$ cat config.mk
export PLATFORM = sky130hd
export DESIGN_NAME = timer_unit
export DESIGN_NICKNAME = d
export VERILOG_FILES = /design/src/rtl/timer_pkg.sv /design/src/rtl/tim_prescaler.sv /design/src/rtl/timer_unit.sv
export SDC_FILE = /design/constraint.sdc
export NUM_CORES = 1
export LEC_CHECK = 0
export CORE_MARGIN = 2
export CORE_UTILIZATION = 50
export CTS_BUF_LIST = sky130_fd_sc_hd__clkbuf_4
export CTS_CLUSTER_SIZE = 28
export DETAILED_ROUTE_END_ITERATION = 8
export PLACE_DENSITY = 0.9
export SKIP_CTS_REPAIR_TIMING = 1
export SLEW_MARGIN = 20
export SYNTH_ARGS = -nofsm -noshare
export SYNTH_HDL_FRONTEND = slang
export SYNTH_SLANG_ARGS = --single-unit
$ cat constraint.sdc
create_clock -name clk -period 4.15 [get_ports clk]
set_clock_uncertainty 0.2 [all_clocks]
set_input_delay 0.415 -clock clk [delete_from_list [all_inputs] [get_ports clk]]
set_output_delay 0.415 -clock clk [all_outputs]
set_load 0.05 [all_outputs]
$ cat src/rtl/timer_pkg.sv
// timer_pkg: opcodes shared with the control unit and the timer FSM state type.
package timer_pkg;
    localparam logic [5:0] ALU_TIM_PSC_I   = 6'b100001;
    localparam logic [5:0] ALU_TIM_ARR_I   = 6'b100010;
    localparam logic [5:0] ALU_TIM_PSC_REG = 6'b100011;
    localparam logic [5:0] ALU_TIM_ARR_REG = 6'b100100;
    localparam logic [5:0] ALU_NOP         = 6'b111111;
    typedef enum logic {TIM_IDLE, TIM_RUN} tim_state_t;
endpackage

$ cat src/rtl/tim_prescaler.sv
// tim_prescaler: divides the clock by psc+1 while run is high; restarts from 0 on every entry to run.
module tim_prescaler #(
    parameter int PSC_W = 16
) (
    input  logic             clk,
    input  logic             reset,
    input  logic             run,
    input  logic [PSC_W-1:0] psc,
    output logic             tick
);
    logic [PSC_W-1:0] psc_cnt;
    assign tick = run && (psc_cnt == psc);
    always_ff @(posedge clk or posedge reset)
        if (reset) psc_cnt <= '0;
        else psc_cnt <= (run && !tick) ? psc_cnt + 1'b1 : '0;
endmodule

$ cat src/rtl/timer_unit.sv
// timer_unit: prescaled auto-reload up-counter driven by the TIM_* instructions.
// Define TIMER_PRELOAD_EN to hold PSC/ARR writes in shadow registers until the next update event.
module timer_unit
    import timer_pkg::*;
#(
    parameter int CNT_W = 32,
    parameter int PSC_W = 16
) (
    input  logic             clk,
    input  logic             reset,
    input  logic             instr_valid,
    input  logic [5:0]       alu_cntrl,
    input  logic             timer_en,
    input  logic [31:0]      operand,
    input  logic             uif_clr,
    output logic [CNT_W-1:0] cnt_out,
    output logic [PSC_W-1:0] psc_out,
    output logic [CNT_W-1:0] arr_out,
    output logic             update,
    output logic             uif,
    output logic             running
);
    tim_state_t state;
    logic tick, upd_evt, wr_psc, wr_arr;
    assign wr_psc  = instr_valid && (alu_cntrl == ALU_TIM_PSC_I || alu_cntrl == ALU_TIM_PSC_REG);
    assign wr_arr  = instr_valid && (alu_cntrl == ALU_TIM_ARR_I || alu_cntrl == ALU_TIM_ARR_REG);
    assign upd_evt = tick && (cnt_out == arr_out);

    tim_prescaler #(.PSC_W(PSC_W)) u_psc (
        .clk   (clk),
        .reset (reset),
        .run   (state == TIM_RUN),
        .psc   (psc_out),
        .tick  (tick)
    );

`ifdef TIMER_PRELOAD_EN
    logic [PSC_W-1:0] psc_pre, psc_nxt;
    logic [CNT_W-1:0] arr_pre, arr_nxt;
    // Write bypass: a write landing on an update cycle reaches the active register directly.
    assign psc_nxt = wr_psc ? operand[PSC_W-1:0] : psc_pre;
    assign arr_nxt = wr_arr ? operand[CNT_W-1:0] : arr_pre;
    always_ff @(posedge clk or posedge reset)
        if (reset) begin
            psc_pre <= '0;
            arr_pre <= '0;
            psc_out <= '0;
            arr_out <= '0;
        end else begin
            psc_pre <= psc_nxt;
            arr_pre <= arr_nxt;
            if (state == TIM_IDLE || upd_evt) begin
                psc_out <= psc_nxt;
                arr_out <= arr_nxt;
            end
        end
`else
    always_ff @(posedge clk or posedge reset)
        if (reset) begin
            psc_out <= '0;
            arr_out <= '0;
        end else begin
            if (wr_psc) psc_out <= operand[PSC_W-1:0];
            if (wr_arr) arr_out <= operand[CNT_W-1:0];
        end
`endif

    // An ARR written below cnt lets cnt overflow to 0 naturally, without an update event.
    always_ff @(posedge clk or posedge reset)
        if (reset) begin
            state   <= TIM_IDLE;
            running <= 1'b0;
            cnt_out <= '0;
            update  <= 1'b0;
            uif     <= 1'b0;
        end else begin
            state   <= timer_en ? TIM_RUN : TIM_IDLE;
            running <= timer_en;
            update  <= upd_evt;
            uif     <= upd_evt || (uif && !uif_clr);
            if (tick) cnt_out <= upd_evt ? '0 : cnt_out + 1'b1;
        end
endmodule

After elaboration in Yosys (flattened, before gate mapping)
Index checks and enable logic that the tools add are counted.
{ "word_totals": {"in_bits": 43, "ff_bits": 100, "out_inout_bits": 83, "wordCells": 30} }
{ "classes": {"addsub": 2, "n_mux": 3, "reduce_logical": 11, "n_eq_ne": 6} }
{ "ops": {"columns": ["op", "n"], "rows": [
  ["$add 32x1->32 const B", 1],
  ["$eq 32x32->1", 1],
  ["$mux 32", 1],
  ["$eq 6x6->1 const B", 4],
  ["$add 16x1->16 const B", 1],
  ["$eq 16x16->1", 1],
  ["$mux 16", 1],
  ["$logic_and 1x1->1", 6],
  ["$logic_or 1x1->1", 3],
  ["$logic_not 1->1", 2],
  ["$mux 1", 1]
]} }

Longest topological paths before layout
{ "depth": {"word_depth": 5, "mapped_depth": 10, "mapped_depth_nobuf": 7} }

Modules after synthesis
Synthesis repeated with hierarchy kept, for this count alone.
{ "unflattened": {"cells_unflattened": 440, "area_unflattened_um2": 4941.0} }
{ "modules_own_cells": {"columns": ["module", "area_each_um2", "n_inst", "cells_each", "seq_area_each_um2"], "rows": [
  ["timer_unit", 3953.8, 1, 340, 2077.0],
  ["tim_prescaler", 987.2, 1, 100, 400.4]
]} }

Worst setup path before layout
OpenSTA, ideal clock, no wires.
{ "synth_path": {"kind": "register -> register", "from": "reg cnt_out[7]", "to": "reg cnt_out[27]", "setup_time_ns": 0.124, "arrival_ns": 2.260, "required_ns": 3.826, "period_less_slack_ns": 2.584, "setup_slack_ns": 1.566, "n_path_buf": 3, "path_stages_with_launch": 10, "path_cell_list": "dfrtp_1 > clkbuf_1 > xnor2_1 > nand4_1 > nor4_1 > and2_1 > clkbuf_1 > buf_2 > nor2_1 > a211o_1"} }
{ "synth_between": {"elab_chain_cells": 3, "elab_cells_between_ends": 4, "classes_between": "add/sub: 1; eq/ne: 1; mux: 1; reduce/logical: 1"} }
{ "synth_lines": {"columns": ["item", "line_no", "rtl"], "rows": [
  ["start, declared", "timer_unit.sv:16", "output logic [CNT_W-1:0] cnt_out,"],
  ["start signal, assigned", "timer_unit.sv:81", "if (tick) cnt_out <= upd_evt ? '0 : cnt_out + 1'b1;"],
  ["branches (longest 2 deep; another with $add 32x1->32)", null, null],
  ["$mux 32 *", "timer_unit.sv:81", null]
]} }
Mark *: on every way between the ends.
A chain may end at the register's enable or synchronous reset.

Final worst setup path
{ "layout_path": {"from": "reg u_psc.psc_cnt[2]", "to": "reg cnt_out[26]"} }
{ "layout_between": {"elab_chain_cells": 4} }
{ "layout_lines": {"columns": ["item", "line_no", "rtl"], "rows": [
  ["start, declared", "tim_prescaler.sv:11", "logic [PSC_W-1:0] psc_cnt;"],
  ["start signal, assigned", "tim_prescaler.sv:15", "else psc_cnt <= (run && !tick) ? psc_cnt + 1'b1 : '0;"],
  ["$eq 16x16->1 *", "tim_prescaler.sv:12", "assign tick = run && (psc_cnt == psc);"],
  ["$logic_and 1x1->1 *", "tim_prescaler.sv:12", null],
  ["$logic_and 1x1->1", "timer_unit.sv:27", "assign upd_evt = tick && (cnt_out == arr_out);"],
  ["$mux 32", "timer_unit.sv:81", null]
]} }
Every way passes the cells marked *; elsewhere a longest branch is shown, timed or not.

==> flow_metrics.py <==
metrics = {
    "drt": {
        "ant_nets": 0,
        "viasPerCell": 5.84,
        "drt_iter0_drc": 435,
        "wl_met1_um": 5470,
        "drc": 0,
        "wl_um": 13600,
        "wl_met2_um": 6510,
        "top_layer_used": "met4",
        "vias": 4161,
        "wl_per_cell_um": 19.0,
        "met3_length_um": 1050,
        "first_pass_iters": 5,
    },
    "global_routing": {
        "antenna_found_initial": 1,
        "grt_max_degree": 57,
        "grt_util_all_layers_pct": 25.0,
        "grt_pass1_wl_um": 21400,
        "overflow": 0,
        "grt_pass1_vias": 4075,
    },
    "logic_synthesis": {
        "ys.flop_type": "dfrtp_1",
        "async_flop_share_pct": 100,
        "yosysWarnings": 0,
        "yosysSeqAreaShare_pct": 49.0,
        "synth_top_family_by_area": "simple AND/OR/NAND/NOR gates",
        "syn_nets": 509,
        "yosys.area_share.simple_pct": 14.4,
        "syn_area_um2": 5050,
        "synthXorXnorAreaFrac_pct": 10.9,
        "syn_inst": 464,
        "synth.area.mux_share_pct": 10.7,
        "synth_cell_types": 44,
        "ys_seq_elements": 99,
        "synth-compound-area-share_pct": 10.7,
        "synth_edf_count": 0,
        "syn_area_per_cell_um2": 10.9,
        "synth_fa_ha_area_share_pct": 0.495,
    },
    "timing": {
        "fin_setup_tns_ps": 0,
        "rsz0062_at_grt": "no",
        "maxSlewViolCount": 0,
        "slew_headroom_pct": 39.8,
        "fmax_ghz": 0.343,
        "hold_viol": 0,
        "period_share_pct": 70.2,
        "min_period_ps": 2910,
        "setup_viol": 0,
        "tightest_slew_ps": 903,
        "setup_slack_ps": 1240,
    },
    "worst_hold_path": {
        "min_to": "running$_DFF_PP0_",
        "min-delay-start": "timer_en",
        "hold_class": "primary input to flip-flop",
        "hold_path_depth": 1,
    },
    "cts": {
        "cts-root-buf": "clkbuf_4",
        "cts_sinks": 99,
        "clk_latency_ps": 480,
        "cts_tree": "yes",
        "cts_buffer_depth": 2,
        "htreeDepth": 3,
        "path_clk_slew_ps": 150,
        "cts_buffers": 9,
    },
    "pwr": {
        "vdd_drop_max_v": 0.000274,
        "clkPwrFrac_pct": 20.7,
        "sw_frac_of_total_pct": 39.0,
        "combPwrFrac_pct": 35.5,
        "power.density_nw_per_um2": 434,
        "seqPwrFrac_pct": 43.8,
        "leakagePower_nw": 2.60,
        "p_int_w": 0.00173,
        "switchingPower_w": 0.00111,
    },
    "job": {
        "cap_violations": 0,
    },
    "placement": {
        "hpwlAfterDp_um": 10100,
        "routabilityCongestion": 0.910,
        "dp.cells": 696,
        "port_buffers": 125,
        "dpl_worst_slack_ps": 1330,
    },
    "final_layout": {
        "fin_cells": 713,
        "final_cell_mix": "clkdlybuf4s50_1, dfrtp_1, xnor2_1",
        "nNetsFinal": 619,
        "nFillCells": 734,
        "final_common_cell": "clkdlybuf4s50_1",
        "drive_gt1_share_pct": 13.6,
        "syn2layout_area_growth_pct": 29.0,
    },
    "outcome": {
        "status": "completed",
    },
    "worst_setup_path": {
        "required_ps": 4320,
        "critPathMaxStageDelay_ps": 600,
        "start_kind": "flip-flop",
        "reg2reg_depth": 7,
        "r2r-start": "u_psc.psc_cnt[2]$_DFF_PP0_",
        "cp_max_fo": 36,
        "ff2ff_setup_slack_ps": 1240,
        "cpMaxStageDelayCell": "or2_1",
        "worst_ep_arrival_time_ps": 3080,
        "crit_type": "flip-flop to flip-flop",
        "r2r-end": "cnt_out[26]$_DFFE_PP0P_",
        "crit_path_end_kind": "flip-flop",
        "crit_chain": "xnor2_1, nand4_1, nor4_2, nand2_2, buf_4, or2_1, o41ai_1",
        "worstSetupStartpoint": "u_psc.psc_cnt[2]$_DFF_PP0_",
    },
    "floorplan": {
        "die_x_um": 105,
        "die_height_um": 105,
        "io_pins": 126,
        "row_count": 36,
        "initial_utilization_pct": 51.7,
        "dieArea_um2": 10900,
        "core_area_um2": 9770,
    },
}
-- Yosys cell counts (2+ instances only) --
cell type | instances | area share [%]
o41ai_1 | 4 | 0.69
and4_1 | 3 | 0.52
nor4_1 | 3 | 0.37
nand2_1 | 35 | 2.6
nor2_1 | 30 | 2.2
nor2b_1 | 2 | 0.25
xnor2_1 | 56 | 9.7
a21oi_1 | 2 | 0.20
and3_1 | 2 | 0.25
nand3_1 | 12 | 1.2
inv_1 | 7 | 0.52
nand4_1 | 26 | 3.2
dfrtp_1 | 99 | 49
xor2_1 | 7 | 1.2
o31ai_1 | 13 | 1.9
o21ai_0 | 18 | 1.8
or2_2 | 3 | 0.37
buf_2 | 13 | 1.3
ha_1 | 2 | 0.50
a22o_1 | 4 | 0.69
or3_1 | 8 | 0.99
a21o_1 | 2 | 0.30
clkbuf_1 | 12 | 0.89
o21bai_1 | 3 | 0.45
mux2_2 | 48 | 11
buf_6 | 3 | 0.67
nor4_2 | 2 | 0.50
or2_1 | 2 | 0.25
a2bb2oi_1 | 20 | 3.5
clkbuf_2 | 2 | 0.20
nor3_1 | 8 | 0.79
-- through the flow --
step                      util, %  total power (W)  hold WS [ps]  area [µm²]
final                        66.7          0.00283           167        6520
after global routing         66.7          0.00293           144        6520
after CTS                    66.7          0.00284           163        6520
after detailed placement     65.0          0.00226           280        6350
after global placement       65.0          0.00224           260        6350
after floorplan                 -          0.00187           246        5050
-- final cells by class --
class,instances,area (µm²),area share [%]
Sequential cell,99,2480,38.0
Multi-Input combinational cell,327,2390,36.7
Tap cell,133,166,2.55
Antenna cell,1,2.50,0.0384
Clock inverter,6,88.8,1.36
Inverter,7,28.8,0.441
Timing Repair Buffer,130,1290,19.8
Clock buffer,10,75.1,1.15
-- how the worst max path moves through the flow --
stage | end | slack, ps
after floorplan | arr_out[0]$_DFFE_PP0P_ | 940
after global placement | cnt_out[25]$_DFFE_PP0P_ | 1410
after detailed placement | cnt_out[25]$_DFFE_PP0P_ | 1330
after CTS | cnt_out[26]$_DFFE_PP0P_ | 1260
after global routing | cnt_out[15]$_DFFE_PP0P_ | 1080
final | cnt_out[26]$_DFFE_PP0P_ | 1240
-- routing by layer --
metal / up-vias / global-route usage (%)
li1: 1888 / -
met1: 2015 / 32.0
met2: 218 / 39.3
met3: 40 / 6.05
met4: 0 / 13.0
met5: - / 0
-- flip-flops by register name (all words and copies together), names as in the netlist --
signal	cells
running	1
cnt_out	32
uif	1
update	1
arr_out	32
psc_out	16
u_psc.psc_cnt	16
-- power by group through the flow --
stage / combinational (W) / clock, W / sequential, W
2_1_floorplan: 0.000269 / 0 / 0.00160
3_3_place_gp: 0.000987 / 0 / 0.00125
3_5_place_dp: 0.00100 / 0 / 0.00126
4_1_cts: 0.00101 / 0.000591 / 0.00124
5_1_grt: 0.00105 / 0.000629 / 0.00126
6_report: 0.00100 / 0.000587 / 0.00124
-- critical path, delay by kind of cell, from the launching register on --
| kind | cells | cell delay, ps |
|---|---|---|
| buffers and inverters | 1 | 250 |
| XOR/XNOR | 1 | 210 |
| flip-flops | 1 | 520 |
| AND/OR/NAND/NOR | 4 | 1130 |
| AO/OA/AOI/OAI | 1 | 480 |
-- cell families (layout without fill, tap and decap cells) --
kind of cell | Yosys count | after routing
AO/OA/AOI/OAI | 72 | 72
multiplexers | 48 | 48
other | 0 | 1
buffers and inverters | 38 | 153
flip-flops | 99 | 99
XOR/XNOR | 63 | 63
adder cells (fa/ha/maj) | 2 | 2
AND/OR/NAND/NOR | 142 | 142
Power figures use the tool's default switching activity.
